$ cat src/rtl/if_prefetch_stage.sv
// Instruction-fetch stage with a prefetch queue in front of a variable-latency memory.
// It keeps at most one request outstanding, squashes stale responses on redirect and presents the queue head to decode.
module if_prefetch_stage #(
  parameter int                  WORD_LEN   = 16,
  parameter int                  PC_STEP    = 2,
  parameter int                  FIFO_DEPTH = 4,
  parameter logic [WORD_LEN-1:0] RESET_PC   = '0
) (
  input  logic                clk,
  input  logic                rst,
  input  logic                brTaken,
  input  logic                jump_en,
  input  logic [WORD_LEN-1:0] brOffset,
  input  logic                freeze,
  output logic                imem_req,
  output logic [WORD_LEN-1:0] imem_addr,
  input  logic                imem_gnt,
  input  logic                imem_rsp_valid,
  input  logic [WORD_LEN-1:0] imem_rsp_data,
  output logic [WORD_LEN-1:0] PC,
  output logic [WORD_LEN-1:0] instruction,
  output logic                inst_valid
);

  localparam int PTR_W = $clog2(FIFO_DEPTH);
  localparam int CNT_W = PTR_W + 1;
  localparam logic [WORD_LEN-1:0] STEP = WORD_LEN'(PC_STEP);
  localparam logic [CNT_W-1:0]    FULL = CNT_W'(FIFO_DEPTH);

  typedef enum logic [1:0] {IDLE, WAIT, DROP} reqState_t;

  reqState_t           state, stateNext;
  logic [WORD_LEN-1:0] fetchPc;
  logic [WORD_LEN-1:0] reqTag;
  logic [WORD_LEN-1:0] pcQ   [FIFO_DEPTH];
  logic [WORD_LEN-1:0] wordQ [FIFO_DEPTH];
  logic [PTR_W-1:0]    rdPtr, wrPtr;
  logic [CNT_W-1:0]    count;
  logic                redirect, issue, push, pop;
  logic [WORD_LEN-1:0] offsetShift, target;

  // Offsets count instruction words; the shift drops the MSB so targets wrap.
  assign redirect    = jump_en | brTaken;
  assign offsetShift = {brOffset[WORD_LEN-2:0], 1'b0};
  assign target      = jump_en ? offsetShift : (PC + STEP + offsetShift);

  assign inst_valid  = (count != '0);
  assign PC          = inst_valid ? pcQ[rdPtr] : fetchPc;
  assign instruction = inst_valid ? wordQ[rdPtr] : '0;
  assign imem_addr   = fetchPc;
  assign pop         = inst_valid & ~freeze & ~redirect;

  always_comb begin
    stateNext = state;
    imem_req  = 1'b0;
    issue     = 1'b0;
    push      = 1'b0;
    case (state)
      IDLE: begin
        // No request is outstanding here, so any free slot is already reserved for its response.
        imem_req = ~rst & ~redirect & (count < FULL);
        if (imem_req && imem_gnt) begin
          issue     = 1'b1;
          stateNext = WAIT;
        end
      end
      WAIT: begin
        if (imem_rsp_valid) begin
          push      = ~redirect;
          stateNext = IDLE;
        end else if (redirect) begin
          stateNext = DROP;
        end
      end
      DROP: begin
        if (imem_rsp_valid) stateNext = IDLE;
      end
      default: stateNext = IDLE;
    endcase
  end

  always_ff @(posedge clk) begin
    if (rst) begin
      state   <= IDLE;
      fetchPc <= RESET_PC;
      count   <= '0;
      rdPtr   <= '0;
      wrPtr   <= '0;
    end else begin
      state <= stateNext;
      if (redirect) begin
        fetchPc <= target;
        count   <= '0;
        rdPtr   <= '0;
        wrPtr   <= '0;
      end else begin
        if (issue) fetchPc <= fetchPc + STEP;
        if (push)  wrPtr   <= wrPtr + PTR_W'(1);
        if (pop)   rdPtr   <= rdPtr + PTR_W'(1);
        case ({push, pop})
          2'b10:   count <= count + CNT_W'(1);
          2'b01:   count <= count - CNT_W'(1);
          default: count <= count;
        endcase
      end
    end
  end

  // Queue storage and request tag carry data only and need no reset.
  always_ff @(posedge clk) begin
    if (issue) reqTag <= fetchPc;
    if (push) begin
      pcQ[wrPtr]   <= reqTag;
      wordQ[wrPtr] <= imem_rsp_data;
    end
  end

endmodule

$ cat config.mk
export PLATFORM = sky130hd
export DESIGN_NAME = if_prefetch_stage
export DESIGN_NICKNAME = d
export VERILOG_FILES = /design/src/rtl/if_prefetch_stage.sv
export SDC_FILE = /design/constraint.sdc
export NUM_CORES = 1
export LEC_CHECK = 0
export ABC_AREA = 0
export ABC_CLOCK_PERIOD_IN_PS = 4000
export BUFFER_PORTS_ARGS = -buffer_cell sky130_fd_sc_hd__buf_2
export CAP_MARGIN = 20
export CORE_AREA = 4 4 143 145
export DETAILED_ROUTE_END_ITERATION = 12
export DIE_AREA = 0 0 147 149
export GPL_ROUTABILITY_DRIVEN = 0
export RECOVER_POWER = 50
export REMOVE_ABC_BUFFERS = 1
export SYNTH_ARGS = -nofsm -noshare
export SYNTH_HDL_FRONTEND = slang
export SYNTH_SLANG_ARGS = --single-unit
$ cat constraint.sdc
create_clock -name clk -period 4 [get_ports clk]
set_clock_uncertainty 0.1 [all_clocks]
set_input_delay 0.2 -clock clk [delete_from_list [all_inputs] [get_ports clk]]
set_output_delay 0.2 -clock clk [all_outputs]
set_load 0.02 [all_outputs]
# Word-level counts from Yosys, hierarchy flattened
# Memories as Yosys holds them, arrays and structs flattened. A register that Yosys moved wholly into a read port is not among the register bits.
# Cells that the tools add are included.
# word_totals
regBits,41
ramBits,128
wordCells,60
n_memories,2
# mem_list
memory,depth,width,read_ports,rd_clocked_by_memory_dff,write_ports,line,text
pcQ,4,16,1,1,1,35,logic [WORD_LEN-1:0] pcQ [FIFO_DEPTH];
wordQ,4,16,1,1,1,36,logic [WORD_LEN-1:0] wordQ [FIFO_DEPTH];
# op_classes
add_sub_neg,7
n_lt_le_gt_ge,1
n_eq_ne,7
n_mux,22
n_bitwise,8
n_reduce_logical,7
# ops
op,count
two-way mux 16 bit,5
"adder 16 x 2 -> 16 bit, second input constant",2
adder 16 bit,1
two-way mux 2 bit,8
two-way mux 1 bit,7
one-hot mux 2 bit (3 select lines),1
one-hot mux 3 bit (2 select lines),1
"adder 2 x 1 -> 2 bit, second input constant",2
AND 1 bit,4
"equality test 2 x 1 -> 1 bit, second input constant",2
"equality test 2 bit, second input constant",2
"!= test 2 bit, second input constant",2
nonzero test 2 bit,2
"adder 3 x 1 -> 3 bit, second input constant",1
"< comparator 3 bit, second input constant",1
"!= test 3 bit, second input constant",1
inverter 1 bit,3
AND reduction 3 bit,1
nonzero test 3 bit,1
"subtractor 3 x 1 -> 3 bit, second input constant",1
zero test 2 bit,1
OR reduction 2 bit,1
logical AND 1 bit,1
bitwise OR 1 bit,1

# Depth between registers and ports, before layout
# depth
ltp_word,9
depth_mapped,14
ltp_nobuf,12

# Worst setup path before layout
# No wires, ideal clock.
# synth_timing
path_type,reg2reg
start,register with a tool-made name
end,register fetchPc[10] (netlist: imem_addr[10])
setup_time_ns,0.103
arrival_time_ns,3.797
required_ns,3.797
slack_ns,0.000
path_stages_with_launch,14
path_buffers,2
period_less_slack_ns,4.000
path_cell_list,dfxtp_1 > buf_2 > buf_2 > mux4_2 > mux2_2 > ha_1 > ha_1 > fa_1 > a211oi_1 > o21bai_1 > o21ai_0 > xor2_1 > mux2_2 > a2111oi_2
# synth_lines
item,line,text
to (signal assigned),92,fetchPc <= target;
to (signal assigned),97,if (issue) fetchPc <= fetchPc + STEP;
to (decl),33,logic [WORD_LEN-1:0] fetchPc;

==> impl_metrics.py <==
metrics = {
    "outcome": {
        "outcome": "finished with violations",
        "violated_checks": "max-capacitance violations, max-slew violations",
    },
    "logic_synthesis": {
        "synth_sequential_area_ratio_pct": 62.3,
        "synth.avg_cell_area_um2": 15.1,
        "synth_mux_area_share_pct": 12.7,
        "ys_seq_elements": 171,
        "synth_simple_gate_area_share_pct": 8.70,
        "synthesis.area_mm2": 0.00781,
        "postSynth.asyncResetShare_pct": 0,
        "synth_compound_gate_area_share_pct": 6.96,
        "cell_count_after_synthesis": 517,
        "yosysUniqueCellTypes": 60,
        "synth_ff_type": "edfxtp_1",
        "synth-xor-area-share_pct": 1.80,
        "area_share_of_fa_ha_maj_cells_after_synthesis_pct": 5.80,
        "main_combinational_cell_family_by_area_after_synthesis": "multiplexers",
        "synthesis.yosys.warnings": 0,
        "synth_edf_count": 144,
    },
    "floorplan": {
        "fp.dieH_um": 149,
        "ios": 89,
        "fp.dieW_um": 147,
        "floorplan.rows": 51,
        "die_area_mm2": 0.0219,
        "design.core.area_mm2": 0.0192,
        "floorplan.initialDensity_pct": 40.6,
    },
    "pwr": {
        "clkPwrFrac_pct": 41.5,
        "cellLeakagePower_uw": 0.00338,
        "p_comb_share_pct": 9.6,
        "total_power_uw": 4040,
        "share_of_total_power_in_sequential_cells_pct": 48.9,
        "sw_frac_of_total_pct": 22.3,
        "vdd_ir_drop_max_mv": 0.282,
        "powerDensity_mw_per_mm2": 431,
        "internal-power_uw": 3140,
        "p_sw_uw": 901,
    },
    "worst_setup_path": {
        "r2r_cells": 12,
        "timing.critical_path.buf_inv": 1,
        "critical_path.max_stage_delay_ns": 0.53,
        "cp_max_fo": 6,
        "critical_path.reg2reg.endpoint": "imem_addr[14]",
        "timing.critical_path.mode_cell": "ha_1",
        "worstSetupStartpointType": "flip-flop",
        "critical_path_s_top_delay_family": "adder cells",
        "rrSetupSlack_ns": 0.21,
        "crit_type": "flip-flop to flip-flop",
        "crit_chain": "mux4_2 -> mux2_2 -> ha_1 -> ha_1 -> fa_1 -> a211oi_2 -> o21bai_1 -> buf_4 -> o211a_1 -> nor4b_1 -> o21ai_0 -> a21oi_1",
        "cp.required_ns": 4.26,
        "cp_data_arrival_time_ns": 4.04,
        "worst_setup_path_end_kind": "flip-flop",
        "crit_slowest_cell": "mux4_2",
    },
    "timing": {
        "maxClockFrequency_ghz": 0.264,
        "final.min_clock_period_ns": 3.79,
        "unrepaired_setup_endpoints_after_global_routing": "false",
        "setup_violations": 0,
        "slew_violations": 33,
        "tightest_slew_ns": 2.06,
        "worst_max_slew_margin_expressed_relative_to_the_limit_pct": -37.2,
        "finalHoldViolations": 0,
        "final.period_utilization_pct": 94.7,
    },
    "clock_network": {
        "clock_h_tree_levels": 4,
        "clk-insertion-delay-late_ns": 0.42,
        "path_clk_slew_ns": 0.07,
        "numClockSinks": 171,
        "clockRootBuffer": "clkbuf_16",
        "clk_path_buf_depth": 2,
        "cts_tree": "yes",
        "cts_buffers": 17,
    },
    "layout": {
        "antenna_cells": 0,
        "design.final.nets": 714,
        "area_growth_syn_to_layout_pct": 20.1,
        "finish.instance_area_mm2": 0.00937,
        "share_of_cells_above_drive_strength_1_pct": 22.9,
    },
    "global_route": {
        "initial_antenna_violation_count": 0,
        "grt-ovfl-total": 0,
        "first_global_vias": 4973,
        "largest_net_degree_at_the_start_of_global_routing": 33,
        "grt_usage_pct": 16.1,
        "grt_first_pass_wirelength_mm": 27.2,
    },
    "routing": {
        "route.detailed.wl_per_inst_um": 18.2,
        "drtPass1Iterations": 4,
        "vias_per_cell": 5.16,
        "detail_route.drc_violations": 0,
        "wl_mm": 16.7,
        "vias": 4724,
        "drt_first_iter_violations": 271,
        "detail-route-antenna-nets": 0,
    },
    "hold_path": {
        "hold_path.startpoint": "brOffset[0]",
        "holdPathStages": 3,
        "min_delay_worst_endpoint": "imem_addr[1]",
        "worstHoldPathType": "input port to flip-flop",
    },
    "run": {
        "cap_viol_max_count": 1,
    },
    "place": {
        "numPortBuffers": 87,
        "post-dp-hpwl_mm": 11.7,
        "place_area_mm2": 0.00861,
    },
}
layout make-up:
class	count	area [um2]
Clock inverter	12	173
Timing Repair Buffer	124	714
Clock buffer	18	429
Sequential cell	171	4870
Fill cell	1678	9830
Tap cell	265	332
Inverter	13	48.8
Multi-Input combinational cell	313	2810
logic make-up after synthesis:
group,after synthesis
simple gates,127
mux,57
compound gates,78
buf+inv,33
flops,171
xor+xnor,16
fa+ha+maj,35
cells in the final DEF (no fill, tap or decap), types with 13 or more instances in the layout:
cell	instances
mux2_2	16
nor2_1	37
nand2_1	16
ha_1	33
o21ai_0	13
nor3_1	13
inv_1	13
clkbuf_1	38
a21oi_1	19
buf_2	53
edfxtp_1	144
nor2b_1	21
clkbuf_16	17
mux4_2	32
dfxtp_1	26
dlygate4sd3_1	22
cells in the mapped netlist (all sizes together), types with 4 or more instances:
cell	number	area share, %
nand3	7	0.51
ha	33	5.3
o21ai	15	1.1
mux2	17	2.5
mux2i	8	1.0
mux4	32	9.2
clkbuf	11	0.53
buf	9	0.56
edfxtp	144	55
inv	13	0.63
nor2b	21	1.7
xnor2	10	1.1
nand2	16	0.77
or3	4	0.32
xor2	6	0.67
and3	8	0.64
and2	5	0.40
dfxtp	27	6.9
a21oi	19	1.2
a31oi	5	0.40
a21o	4	0.38
nor3	15	1.2
a211oi	7	0.67
nor2	37	1.9
worst reg2reg max path, stage by stage, from the launching register on:
cell and delay, ns:
dfxtp_2 0.41, mux4_2 0.54, mux2_2 0.31, ha_1 0.29, ha_1 0.26, fa_1 0.46
a211oi_2 0.27, o21bai_1 0.16, buf_4 0.17, o211a_1 0.22, nor4b_1 0.22, o21ai_0 0.14
a21oi_1 0.17
state kept, by name, indices dropped and copies added (netlist names), named ones only:
register and flops:
state 2, reqTag 16, imem_addr 16, count 3, rdPtr 2, wrPtr 2, wordQ 64, pcQ 64
how the worst max path moves through the flow:
stage | from | to | cells past startpoint
floorplan | flip-flop | imem_addr[10] | 11
CTS | flip-flop | imem_addr[10] | 11
finish | flip-flop | imem_addr[14] | 12
global route | flip-flop | imem_addr[14] | 12
global placement | flip-flop | imem_addr[10] | 11
detailed placement | flip-flop | imem_addr[10] | 11
power by group through the flow:
stage / Sequential (uW) / Clock [uW] / Combinational (uW)
final: 1980 / 1680 / 388
after floorplan: 2020 / 0 / 228
after global placement: 2010 / 0 / 367
after CTS: 1980 / 1710 / 394
after detailed placement: 2010 / 0 / 374
after global routing: 1980 / 1810 / 429
layer usage:
layer | vias to the layer above | GRT usage [%] | share of wire (%)
met5 | - | 0 | 0
met4 | 0 | 4.85 | 1.2
met3 | 12 | 3.31 | 4.7
met2 | 130 | 27.0 | 49
met1 | 2311 | 21.2 | 45
li1 | 2271 | - | -
per-stage QoR:
stage	setup TNS [ns]	std cells	utilization, %	setup slack, ns	hold slack, ns
global route	0	916	48.8	0.0279	0.0362
floorplan	-4.59	497	-	-0.849	0.169
CTS	0	916	49.1	0.114	0.00184
finish	0	916	48.8	0.211	0.0159
detailed placement	0	864	44.8	0.154	0.315
global placement	0	864	44.8	0.184	0.313
repair_timing:
| action | in CTS | in global routing |
|---|---|---|
| hold buffers | 22 | 0 |
| setup endpoints to repair | 0 | 2 |
| hold endpoints to repair | 70 | 0 |
| gates resized for setup | 0 | 2 |
| setup buffers | 0 | 0 |
Power figures use the tool's default switching activity.
